### src/rtl/seven_seg_display.sv
// seven_seg_display: binary-to-BCD converter plus 6-digit multiplexed 7-segment scanner (HH.MM.SS).
// Defining DISPLAY_BUZZER_EN builds the blink-gated alarm/timer buzzer; otherwise buzzer is tied low.

`ifndef KILO
`define KILO 1000
`endif
`ifndef SELECT_NONE
`define SELECT_NONE 2'd0
`endif
`ifndef SELECT_SEC
`define SELECT_SEC 2'd1
`endif
`ifndef SELECT_MIN
`define SELECT_MIN 2'd2
`endif
`ifndef SELECT_HOUR
`define SELECT_HOUR 2'd3
`endif

module seven_seg_display #(
  parameter int CLK_FREQ_HZ = `KILO,
  parameter int DIGIT_HZ    = 500,
  parameter int BLINK_HZ    = 2
) (
  input  logic       clk,
  input  logic       reset,
  input  logic [5:0] sec_in,
  input  logic [5:0] min_in,
  input  logic [4:0] hour_in,
  input  logic [1:0] select,
  input  logic       alarm_in,
  input  logic       timer_in,
  output logic [6:0] seg,
  output logic       dp,
  output logic [5:0] digit_en,
  output logic       buzzer
);

  localparam int DIG_DIV = CLK_FREQ_HZ / DIGIT_HZ;
  localparam int BLK_DIV = CLK_FREQ_HZ / (2 * BLINK_HZ);
  localparam int DIG_W   = (DIG_DIV > 1) ? $clog2(DIG_DIV) : 1;
  localparam int BLK_W   = (BLK_DIV > 1) ? $clog2(BLK_DIV) : 1;
  localparam logic [DIG_W-1:0] DIG_LAST = DIG_W'(DIG_DIV - 1);
  localparam logic [BLK_W-1:0] BLK_LAST = BLK_W'(BLK_DIV - 1);

  localparam logic [2:0] ST_IDLE      = 3'd0;
  localparam logic [2:0] ST_CONV_SEC  = 3'd1;
  localparam logic [2:0] ST_CONV_MIN  = 3'd2;
  localparam logic [2:0] ST_CONV_HOUR = 3'd3;
  localparam logic [2:0] ST_COMMIT    = 3'd4;

  logic [2:0] state_q, state_d;
  logic [5:0] secWork_q, secWork_d, minWork_q, minWork_d;
  logic [4:0] hourWork_q, hourWork_d;
  logic [3:0] secAcc_q, secAcc_d, minAcc_q, minAcc_d, hourAcc_q, hourAcc_d;
  logic [3:0] secOnes_q, secOnes_d, secTens_q, secTens_d;
  logic [3:0] minOnes_q, minOnes_d, minTens_q, minTens_d;
  logic [3:0] hourOnes_q, hourOnes_d, hourTens_q, hourTens_d;

  logic [DIG_W-1:0] scanCnt_q, scanCnt_d;
  logic [BLK_W-1:0] blinkCnt_q, blinkCnt_d;
  logic [2:0] digitIdx_q, digitIdx_d;
  logic       blinkPhase_q, blinkPhase_d;
  logic [6:0] seg_q, seg_d;
  logic       dp_q, dp_d;
  logic [5:0] digitEn_q, digitEn_d;
  logic       scanWrap, blank;
  logic [3:0] digitVal;
  logic [1:0] digitField;

  function automatic logic [6:0] segCode(input logic [3:0] v);
    case (v)
      4'd0:    segCode = 7'h3F;
      4'd1:    segCode = 7'h06;
      4'd2:    segCode = 7'h5B;
      4'd3:    segCode = 7'h4F;
      4'd4:    segCode = 7'h66;
      4'd5:    segCode = 7'h6D;
      4'd6:    segCode = 7'h7D;
      4'd7:    segCode = 7'h07;
      4'd8:    segCode = 7'h7F;
      4'd9:    segCode = 7'h6F;
      default: segCode = 7'h00;
    endcase
  endfunction

  // Repeated-subtraction converter; the six display digits only change together in COMMIT.
  always_comb begin
    state_d    = state_q;
    secWork_d  = secWork_q;
    minWork_d  = minWork_q;
    hourWork_d = hourWork_q;
    secAcc_d   = secAcc_q;
    minAcc_d   = minAcc_q;
    hourAcc_d  = hourAcc_q;
    secOnes_d  = secOnes_q;
    secTens_d  = secTens_q;
    minOnes_d  = minOnes_q;
    minTens_d  = minTens_q;
    hourOnes_d = hourOnes_q;
    hourTens_d = hourTens_q;
    case (state_q)
      ST_IDLE: begin
        secWork_d  = sec_in;
        minWork_d  = min_in;
        hourWork_d = hour_in;
        secAcc_d   = 4'd0;
        minAcc_d   = 4'd0;
        hourAcc_d  = 4'd0;
        state_d    = ST_CONV_SEC;
      end
      ST_CONV_SEC: begin
        if (secWork_q >= 6'd10) begin
          secWork_d = secWork_q - 6'd10;
          secAcc_d  = secAcc_q + 4'd1;
        end else begin
          state_d = ST_CONV_MIN;
        end
      end
      ST_CONV_MIN: begin
        if (minWork_q >= 6'd10) begin
          minWork_d = minWork_q - 6'd10;
          minAcc_d  = minAcc_q + 4'd1;
        end else begin
          state_d = ST_CONV_HOUR;
        end
      end
      ST_CONV_HOUR: begin
        if (hourWork_q >= 5'd10) begin
          hourWork_d = hourWork_q - 5'd10;
          hourAcc_d  = hourAcc_q + 4'd1;
        end else begin
          state_d = ST_COMMIT;
        end
      end
      ST_COMMIT: begin
        secOnes_d  = secWork_q[3:0];
        secTens_d  = secAcc_q;
        minOnes_d  = minWork_q[3:0];
        minTens_d  = minAcc_q;
        hourOnes_d = hourWork_q[3:0];
        hourTens_d = hourAcc_q;
        state_d    = ST_IDLE;
      end
      default: state_d = ST_IDLE;
    endcase
  end

  // The digit being loaded reads the *_d digits so a COMMIT on the same edge is shown at once.
  always_comb begin
    scanWrap   = (scanCnt_q == DIG_LAST);
    scanCnt_d  = scanWrap ? '0 : scanCnt_q + DIG_W'(1);
    blinkCnt_d = (blinkCnt_q == BLK_LAST) ? '0 : blinkCnt_q + BLK_W'(1);
    blinkPhase_d = (blinkCnt_q == BLK_LAST) ? ~blinkPhase_q : blinkPhase_q;
    digitIdx_d = digitIdx_q;
    if (scanWrap) begin
      digitIdx_d = (digitIdx_q == 3'd5) ? 3'd0 : digitIdx_q + 3'd1;
    end
    digitVal   = 4'd0;
    digitField = `SELECT_NONE;
    case (digitIdx_d)
      3'd0:    begin digitVal = secOnes_d;  digitField = `SELECT_SEC;  end
      3'd1:    begin digitVal = secTens_d;  digitField = `SELECT_SEC;  end
      3'd2:    begin digitVal = minOnes_d;  digitField = `SELECT_MIN;  end
      3'd3:    begin digitVal = minTens_d;  digitField = `SELECT_MIN;  end
      3'd4:    begin digitVal = hourOnes_d; digitField = `SELECT_HOUR; end
      default: begin digitVal = hourTens_d; digitField = `SELECT_HOUR; end
    endcase
    blank     = (select == digitField) && !blinkPhase_q;
    seg_d     = seg_q;
    dp_d      = dp_q;
    digitEn_d = digitEn_q;
    if (scanWrap) begin
      digitEn_d = 6'd1 << digitIdx_d;
      seg_d     = blank ? 7'h00 : segCode(digitVal);
      dp_d      = !blank && ((digitIdx_d == 3'd2) || (digitIdx_d == 3'd4));
    end
  end

  always_ff @(posedge clk or negedge reset) begin
    if (!reset) begin
      state_q    <= ST_IDLE;
      secWork_q  <= '0;
      minWork_q  <= '0;
      hourWork_q <= '0;
      secAcc_q   <= '0;
      minAcc_q   <= '0;
      hourAcc_q  <= '0;
      secOnes_q  <= '0;
      secTens_q  <= '0;
      minOnes_q  <= '0;
      minTens_q  <= '0;
      hourOnes_q <= '0;
      hourTens_q <= '0;
    end else begin
      state_q    <= state_d;
      secWork_q  <= secWork_d;
      minWork_q  <= minWork_d;
      hourWork_q <= hourWork_d;
      secAcc_q   <= secAcc_d;
      minAcc_q   <= minAcc_d;
      hourAcc_q  <= hourAcc_d;
      secOnes_q  <= secOnes_d;
      secTens_q  <= secTens_d;
      minOnes_q  <= minOnes_d;
      minTens_q  <= minTens_d;
      hourOnes_q <= hourOnes_d;
      hourTens_q <= hourTens_d;
    end
  end

  always_ff @(posedge clk or negedge reset) begin
    if (!reset) begin
      scanCnt_q    <= '0;
      blinkCnt_q   <= '0;
      digitIdx_q   <= 3'd0;
      blinkPhase_q <= 1'b1;
      seg_q        <= 7'h00;
      dp_q         <= 1'b0;
      digitEn_q    <= 6'b000001;
    end else begin
      scanCnt_q    <= scanCnt_d;
      blinkCnt_q   <= blinkCnt_d;
      digitIdx_q   <= digitIdx_d;
      blinkPhase_q <= blinkPhase_d;
      seg_q        <= seg_d;
      dp_q         <= dp_d;
      digitEn_q    <= digitEn_d;
    end
  end

  assign seg      = seg_q;
  assign dp       = dp_q;
  assign digit_en = digitEn_q;

`ifdef DISPLAY_BUZZER_EN
  logic buzzer_q;

  always_ff @(posedge clk or negedge reset) begin
    if (!reset) begin
      buzzer_q <= 1'b0;
    end else begin
      buzzer_q <= blinkPhase_q & (alarm_in | timer_in);
    end
  end

  assign buzzer = buzzer_q;
`else
  logic unusedBuzzerIn;

  assign unusedBuzzerIn = alarm_in | timer_in;
  assign buzzer         = 1'b0;
`endif

endmodule
### config.mk
export PLATFORM = sky130hd
export DESIGN_NAME = seven_seg_display
export DESIGN_NICKNAME = d
export VERILOG_FILES = /design/src/rtl/seven_seg_display.sv
export SDC_FILE = /design/constraint.sdc
export NUM_CORES = 1
export LEC_CHECK = 0
export CAP_MARGIN = 20
export CORE_MARGIN = 1
export CORE_UTILIZATION = 55
export DETAILED_ROUTE_END_ITERATION = 8
export DONT_BUFFER_PORTS = 1
export PLACE_DENSITY = 0.75
export SETUP_SLACK_MARGIN = 0.2
export SKIP_CTS_REPAIR_TIMING = 1
export SYNTH_ARGS = -nofsm -noshare
export SYNTH_HDL_FRONTEND = slang
export SYNTH_SLANG_ARGS = --single-unit
### constraint.sdc
create_clock -name clk -period 4.1 [get_ports clk]
set_clock_uncertainty 0.1 [all_clocks]
set_input_delay 0.82 -clock clk [delete_from_list [all_inputs] [get_ports clk]]
set_output_delay 0.82 -clock clk [all_outputs]
set_load 0.1 [all_outputs]
==> metrics.csv, run 1 <==
metric;value;unit
seq_area_frac_synth;50.06;%
maxCapViolations;0;
design_area;4443;sq um
yosys_register_bits;83;
busiest_layer;met2;
cp_top_family;compound AO/OA/AOI/OAI gates;
path_common_cell;mux2_4;
fin_crit;3328;ps
fin_nets;418;
path_clk_slew;80;ps
cts_buffer_depth;2;
cts.htree.levels;3;
outcome;completed;
synth_cell_types;60;
grt.total_usage;22.24;%
required;4240;ps
startpoint;state_q[1]$_DFFE_PN0P_;
vias;2809;
slowest_stage;nor3b_4;
grt_overflow_total;0;
drive_gt1_share;16.28;%
syn_nets;417;
drc;0;
placementRows;31;
cts_tree;done;
io_pins;38;
total_power;3.205;mW
rr_startpoint;state_q[1]$_DFFE_PN0P_;
clkSinkCount;83;
place_area;4224;sq um
reg2regPathDepth;8;
p_leak;2.031;nW
vdd_drop_max;372.1;uV
grt_pass1_wl;13210;microns
wl_per_cell;16.24;microns
hold_viol;0;
cp.arrival;3460;ps
fin_setup_tns;0;ps
die_area;7904;sq um
drv_slew;0;
grt_max_degree;84;
post_synth.cell_area_avg;10.90;sq um
r2r_end;seg[4]$_DFFE_PN0P_;
crit_chain;nor3b_4 -> buf_4 -> mux2_4 -> a221oi_1 -> a21oi_4 -> ha_1 -> mux2_4 -> a221o_1;
chipHeight;88.91;microns
setup_viol;0;
antenna_found_initial;0;
ys_warn_count;0;
met1_usage;30.30;%
critPathKind;flip-flop to flip-flop;
mostFrequentLayoutCell;dfrtp_1;
crit_buf_inv;1;
clock.fmax;300.5;MHz
syn_inst;381;
drt-total-wl;7891;microns
end_kind;flip-flop;
hold_path.class;primary input to asynchronous set/reset pin;
startpoint_type;flip-flop;
worst_pin_slew;1037;ps
crit_fanout;11;
chipWidth;88.91;microns
hpwl;5475;microns
final_cell_mix;dfrtp_1, nand2_1, nor2_1;
synthArstFlopShare;100.0;%
rsz0062_at_grt;false;
port_buffers;0;
drtIter0Drc;167;
grt_pass1_vias;2770;
cts_root_buffer;clkbuf_8;
ff2ff_setup_slack;770;ps
power_density;721.4;nW/um^2
holdWs;49.87;ps
slowest_delay;550;ps
fin_crit_sh;81.16;%
initial_utilization;56.97;%
core;7292;sq um
clkLatencyLatePin;350;ps
fin_util;60.93;%
crit_end;seg[4]$_DFFE_PN0P_;
synthesis.area;4154;sq um
insertedDiodeCount;0;
cts_made_buffers;9;
worst-path-stages;8;
use_met3;4.986;%
relSlewSlack;30.35;%
place.gp.congestion;0.8436;
antenna_left;0;
synth_ff_type;dfrtp_1;
routed_via_density;5.780;
grt_util_met2;34.90;%
synth_edf_count;0;
area_delta_synth_final;6.958;%
drtPass1Iterations;6;
-- state kept, by name, summed over array words and instances (netlist names), 5 cells and up --
| signal | cells |
|---|---|
| hourWork_q | 5 |
| seg | 7 |
| minWork_q | 6 |
| secWork_q | 6 |
| digit_en | 6 |
| blinkCnt_q | 8 |
-- where the power goes --
| group | internal [mW] | switching, mW | total (mW) |
|---|---|---|---|
| clock | 0.358 | 0.288 | 0.646 |
| combinational | 0.470 | 0.576 | 1.05 |
| sequential | 1.06 | 0.449 | 1.51 |
-- layer usage --
layer	part of all wire (%)	vias up	wire (microns)
li1	-	1351	-
met1	47	1394	3692
met2	48	52	3775
met3	3.9	12	306
met4	1.5	0	116
met5	0	-	0
-- final cells by class --
class                           instances  area, sq um
Fill cell                             590         2849
Sequential cell                        83         2079
Multi-Input combinational cell        263         1912
Clock buffer                           11        141.4
Tap cell                               99        123.9
Inverter                               21        78.83
Clock inverter                          5        77.57
Timing Repair Buffer                    4        30.03
-- worst reg2reg max path, delay by kind of cell (launching register included) --
kind | cells | cell delay, ps
DFF | 1 | 520
muxes | 2 | 590
buffers and inverters | 1 | 290
adders and majority gates | 1 | 240
AOI/OAI and AO/OA | 3 | 920
and+or+nand+nor | 1 | 550
-- Yosys cell counts (all sizes together), types with 11 or more instances --
cell type	instances	area share (%)
ha	13	3.9
o21ai	16	1.9
inv	20	1.8
nor2	34	3.1
nand3	13	1.6
xor2	11	2.5
nand2	35	3.2
dfrtp	81	49
mux2	27	8.0
a21oi	22	3.4
-- stage by stage --
stage / worst slack (ps) / std cells
final: 772.3 / 486
after global placement: 804.6 / 470
after floorplan: 1284 / 381
after CTS: 748.6 / 486
after global routing: 564.3 / 486
after detailed placement: 745.5 / 470
-- how the worst min path moves through the flow --
stage          cells after the start                        to  slack (ps)
2_1_floorplan                      2    minOnes_q[0]$_DFF_PN0_         340
3_3_place_gp                       2  secWork_q[0]$_DFFE_PN0P_         360
3_5_place_dp                       2  minWork_q[0]$_DFFE_PN0P_         370
4_1_cts                            0  minWork_q[1]$_DFFE_PN0P_          40
5_1_grt                            0    minTens_q[2]$_DFF_PN0_          30
6_report                           0  secWork_q[5]$_DFFE_PN0P_          50
-- kinds of logic (layout without fill, tap and decap cells) --
| logic type | Yosys count | after routing | share of synthesized area (%) |
|---|---|---|---|
| other | 1 | 1 | 0.09027 |
| and+or+nand+nor | 119 | 119 | 14.49 |
| DFF | 83 | 83 | 50.06 |
| muxes | 31 | 31 | 9.006 |
| xor gates and xnor gates | 19 | 19 | 4.187 |
| adders and majority gates | 13 | 13 | 3.916 |
| AOI/OAI and AO/OA | 80 | 80 | 14.34 |
| buffers and inverters | 35 | 41 | 3.915 |
Power figures use the tool's default switching activity.
==> run 2: changes to the inputs <==
- PLACE_DENSITY: 0.75 -> 0.78
- clock period: 4.1 -> 2.7 ns (I/O delays scaled with it)
==> metrics.csv, run 2 (same netlist as run 1, synthesis figures left out) <==
metric;value;unit;change
end_kind;flip-flop;;
fin_setup_tns;0;ps;unchanged
die_area;7904;sq um;unchanged
grt_max_degree;84;;unchanged
fin_crit;2688;ps;-640.0 ps
fin_crit_sh;99.54;%;+18 points
largest_register_ffs;8;;unchanged
fill_cells;577;;-2.2%
chipWidth;88.91;microns;unchanged
dp.cells;492;;+4.7%
multi_input_area;2033;sq um;+6.3%
hold_path.class;primary input to asynchronous set/reset pin;;
vias;2989;;+6.4%
cts_tree;done;;
drtPass1Iterations;5;;-1
area_delta_synth_final;14.73;%;
core;7292;sq um;unchanged
hpwl;6024;microns;+10%
p_leak;2.178;nW;+7.2%
startpoint;state_q[0]$_DFFE_PN0P_;;
clkLatencyLatePin;350;ps;about the same
wl_per_cell;16.86;microns;+3.8%
placementRows;31;;unchanged
cts_root_buffer;clkbuf_8;;
path_clk_slew;80;ps;about the same
vdd_drop_max;791.6;uV;+110%
chipHeight;88.91;microns;unchanged
critPathKind;flip-flop to flip-flop;;
pre_cts_ws;-84.40;ps;-829.9 ps
setup_viol;0;;unchanged
drc;0;;unchanged
fin_nets;447;;+6.9%
grt_pass1_vias;2981;;+7.6%
grt.total_usage;23.59;%;+1.3 points
drive_gt1_share;25.48;%;+9.2 points
required;2840;ps;-1400 ps
top_register;blinkCnt_q;;
antenna_found_initial;0;;unchanged
cts_made_buffers;9;;unchanged
crit_fanout;7;;-4
grt_overflow_total;0;;unchanged
hold_viol;83;;+83
violations;hold timing;;
power_density;1062;nW/um^2;+47%
final_cells;515;;+6.0%
antenna_left;0;;unchanged
total_power;5.059;mW;+58%
clock.fmax;372.1;MHz;+24%
port_buffers;0;;unchanged
drv_slew;0;;unchanged
cp.arrival;2830;ps;-630 ps
outcome;complete, but fails checks;;
startpoint_type;flip-flop;;
worst_pin_slew;925.0;ps;-111.9 ps
insertedDiodeCount;0;;unchanged
initial_utilization;56.97;%;unchanged
rsz0062_at_grt;true;;
setup_ws;12.32;ps;-760.0 ps
routed_via_density;5.804;;+0.42%
regArea;2079;sq um;unchanged
drt-total-wl;8682;microns;+10%
relSlewSlack;38.34;%;+8.0 points
cts.htree.levels;3;;unchanged
cts_buffer_depth;2;;unchanged
rr_startpoint;state_q[0]$_DFFE_PN0P_;;
place.gp.congestion;0.8300;;-1.6%
holdWs;-222.4;ps;-272.3 ps
maxCapViolations;0;;unchanged
final_cell_mix;dfrtp_1, nand2_1, nor2_1;;
mostFrequentLayoutCell;dfrtp_1;;
drtIter0Drc;176;;+5.4%
io_pins;38;;unchanged
clkSinkCount;83;;unchanged
grt_pass1_wl;13940;microns;+5.6%
-- run 2: layout make-up --
type                            instances  area share (%)
Clock inverter                          4           1.050
Tap cell                               99           2.599
Clock buffer                           12           3.045
Timing Repair Buffer                   33           5.356
Inverter                               21           1.654
Multi-Input combinational cell        263           42.66
Sequential cell                        83           43.63
-- run 2: metrics by stage --
step / instance area (sq um) / utilization, % / hold WS (ps)
floorplan: 4182 / - / 144.4
global placement: 4417 / 60.57 / 146.5
detailed placement: 4417 / 60.57 / 146.5
CTS: 4612 / 63.25 / -238.8
global route: 4766 / 65.36 / -241.7
finish: 4766 / 65.36 / -222.4
-- run 2: power by group --
| part | switching [mW] | internal [mW] | total, mW |
|---|---|---|---|
| combinational | 0.996 | 0.884 | 1.88 |
| clock | 0.434 | 0.452 | 0.887 |
| sequential | 0.677 | 1.62 | 2.29 |
| total | 2.11 | 2.95 | 5.06 |
-- run 2: layer usage --
| metal | global-route usage (%) | routed length [microns] |
|---|---|---|
| met4 | 12.02 | 193 |
| met2 | 39.16 | 4309 |
| met1 | 30.00 | 3838 |
| met3 | 3.970 | 341 |
| met5 | 0 | 0 |
-- run 2: worst max-delay path: stages, from the launching register on --
cell and delay (ps):
dfrtp_1 430, nor3b_4 250, buf_6 170, buf_4 170
mux2_4 330, a221oi_4 290, a21oi_4 120, ha_4 170
mux2_4 260, a221o_1 290
-- run 2: worst paths after layout --
check                      slack (ps)  depth (start not counted)                  endpoint
max                                10                          9        seg[4]$_DFFE_PN0P_
min                              -220                          0  minWork_q[3]$_DFFE_PN0P_
max reg2reg                        10                          9        seg[4]$_DFFE_PN0P_
min reg2reg                       380                          2    minTens_q[0]$_DFF_PN0_
max in group asynchronous        2490                          0   digit_en[0]$_DFFE_PN1P_
min in group clk                  200                          2  minWork_q[0]$_DFFE_PN0P_
==> RTL change: new RTL, config.mk and constraints of run 2 <==
The parameter `DIGIT_HZ` goes from 500 to 1000.
--- a/src/rtl/seven_seg_display.sv
+++ b/src/rtl/seven_seg_display.sv
@@ -19,7 +19,7 @@
 
 module seven_seg_display #(
   parameter int CLK_FREQ_HZ = `KILO,
-  parameter int DIGIT_HZ    = 500,
+  parameter int DIGIT_HZ    = 1000,
   parameter int BLINK_HZ    = 2
 ) (
   input  logic       clk,
Function: changed (Yosys sat finds a counterexample within 4 cycles, from zero or initial values and one cycle with reset low).
==> RTL change against run 2 <==
The flow still finishes with violations (hold timing); count of clock-buffer cells in the layout fell by 3; first-iteration DRC count rose by 36%; routed wire length fell by 7.5%; synthesized area fell by 2.8%; sequential cell count fell by 1; utilization fell by 0.24 points; setup slack improved by 0.19 ns; design area fell by 5.1%; power fell by 3.2%; clock power fell by 8.6%; die area fell by 2.7%; sequential power fell by 5%; combinational power rose by 2%; largest cell class unchanged; largest power group unchanged; highest routed layer unchanged.
==> RTL change: results (changes against run 2) <==
Run status:
- Status: finished, violations left (unchanged).
- Failing checks: hold timing (unchanged).

Detailed routing:
- The number of vias per cell after detailed routing came to 5.79 (was 5.80).
- The count of TritonRoute iterations in the first routing pass was 4 (was 5).
- The number of DRC violations after detailed-routing iteration 0 is 239 (was 176).
- The per-cell routed wire length is 16.4 um (was 16.9 um).

Worst setup path:
- The endpoint of the worst setup timing path is seg[3]$_DFF_PN0_ (was seg[4]$_DFFE_PN0P_).
- The category of cells accounting for the largest share of critical-path delay is multiplexers (was compound AO/OA/AOI/OAI gates).
- The data arrival at the endpoint of the critical path is 2.70 ns (was 2.83 ns).
- The delay of the slowest cell on the worst path is 0.41 ns (was 0.43 ns).
- The start of the worst register-to-register path was state_q[1]$_DFFE_PN0P_ (was state_q[0]$_DFFE_PN0P_).
- The endpoint of the worst register-to-register path is seg[3]$_DFF_PN0_ (was seg[4]$_DFFE_PN0P_).
- The biggest fanout along the worst timing path came to 10 (was 7).

Power:
- The largest voltage drop on the vdd net came to 0.671 mV (was 0.792 mV).
- The leakage component of the power is 2.03 nW (was 2.18 nW).
- The internal portion of total power is 0.00283 W (was 0.00295 W).

Synth:
- The share of the yosys chip area belonging to registers came to 0.509 (was 0.501).
- Top cells by area in the synthesized netlist: dfrtp_1 (50%), mux2_2 (7.0%), ha_1 (4.0%) (was dfrtp_1 (49%), mux2_2 (4.9%), ha_1 (3.9%)).
- The proportion of register bits with asynchronous set or reset after synthesis is 1.00 (unchanged).
- The synthesized net count is 406 (was 417).
- Commonest cells post-synth: dfrtp_1 (80), nand2_1 (37), nor2_1 (37) (was dfrtp_1 (81), nand2_1 (35), nor2_1 (33)).
- The unique cell type count in the Yosys netlist came to 55 (was 60).

Cells and area:
- The number of nets in the finished design was 425 (was 447).
- The fraction of final layout cells sized beyond drive strength 1 is 0.251 (was 0.255).
- The final-layout fill cell count is 527 (was 577).
- The largest register by flop count is blinkCnt_q (unchanged).

Place:
- The HPWL after detailed placement came to 5360 um (was 6020 um).
- The final weighted congestion in routability-driven placement is 0.818 (was 0.830).
- The cell area reported after detailed placement is 0.00418 sq mm (was 0.00442 sq mm).

Timing:
- The transition time of the tightest slew-check pin is 0.872 ns (was 0.925 ns).
- The final count of hold timing violations is 82 (was 83).
- The final-layout worst hold slack came to -0.236 ns (was -0.222 ns).

GRT:
- The wire length of the first global-routing pass is 13400 um (was 13900 um).
- The overall fraction of global-route tracks in use is 0.233 (was 0.236).
- The maximum number of pins on one net before global-route repair was 83 (was 84).
- The number of global-route vias before repair is 2791 (was 2981).
## RTL change: kinds of logic (layout without fill, tap and decap cells)
logic type                 Yosys count  after routing  share of synthesized area
DFF                                 82             82                      0.509
other                                1              1                   0.000929
and+or+nand+nor                    119            119                      0.137
adders and majority gates           13             13                     0.0403
AOI/OAI and AO/OA                   74             74                      0.125
muxes                               34             34                      0.110
buffers and inverters               30             54                     0.0412
xor gates and xnor gates            17             17                     0.0369
## RTL change: power groups by stage
stage | Sequential (W) | Combinational, W | Clock [W]
5_1_grt | 0.00222 | 0.00214 | 0.000883
3_5_place_dp | 0.00218 | 0.00176 | 0
2_1_floorplan | 0.00209 | 0.00140 | 0
4_1_cts | 0.00216 | 0.00178 | 0.000830
3_3_place_gp | 0.00216 | 0.00168 | 0
6_report | 0.00217 | 0.00192 | 0.000811
## RTL change: cell type report
cell class                      count  area (sq um)  area share
Clock inverter                      7          53.8      0.0119
Tap cell                           96           120      0.0266
Timing Repair Buffer               21           199      0.0440
Multi-Input combinational cell    258          1900       0.421
Sequential cell                    82          2060       0.455
Clock buffer                        9           124      0.0274
Inverter                           17          66.3      0.0147
## RTL change: per-stage QoR
stage | utilization | std cells | worst slack (ns) | hold WS (ns)
2_1_floorplan | - | 370 | 0.208 | 0.144
3_3_place_gp | 0.603 | 468 | 0.109 | 0.148
3_5_place_dp | 0.603 | 468 | 0.0620 | 0.147
4_1_cts | 0.628 | 484 | 0.0407 | -0.252
5_1_grt | 0.651 | 490 | 0.120 | -0.254
6_report | 0.651 | 490 | 0.199 | -0.236
## RTL change: metal layers
layer | global-route usage | vias up | share of wire
li1 | - | 1325 | -
met1 | 0.326 | 1429 | 0.46
met2 | 0.357 | 69 | 0.48
met3 | 0.0471 | 13 | 0.039
met4 | 0.0939 | 0 | 0.020
met5 | 0 | - | 0
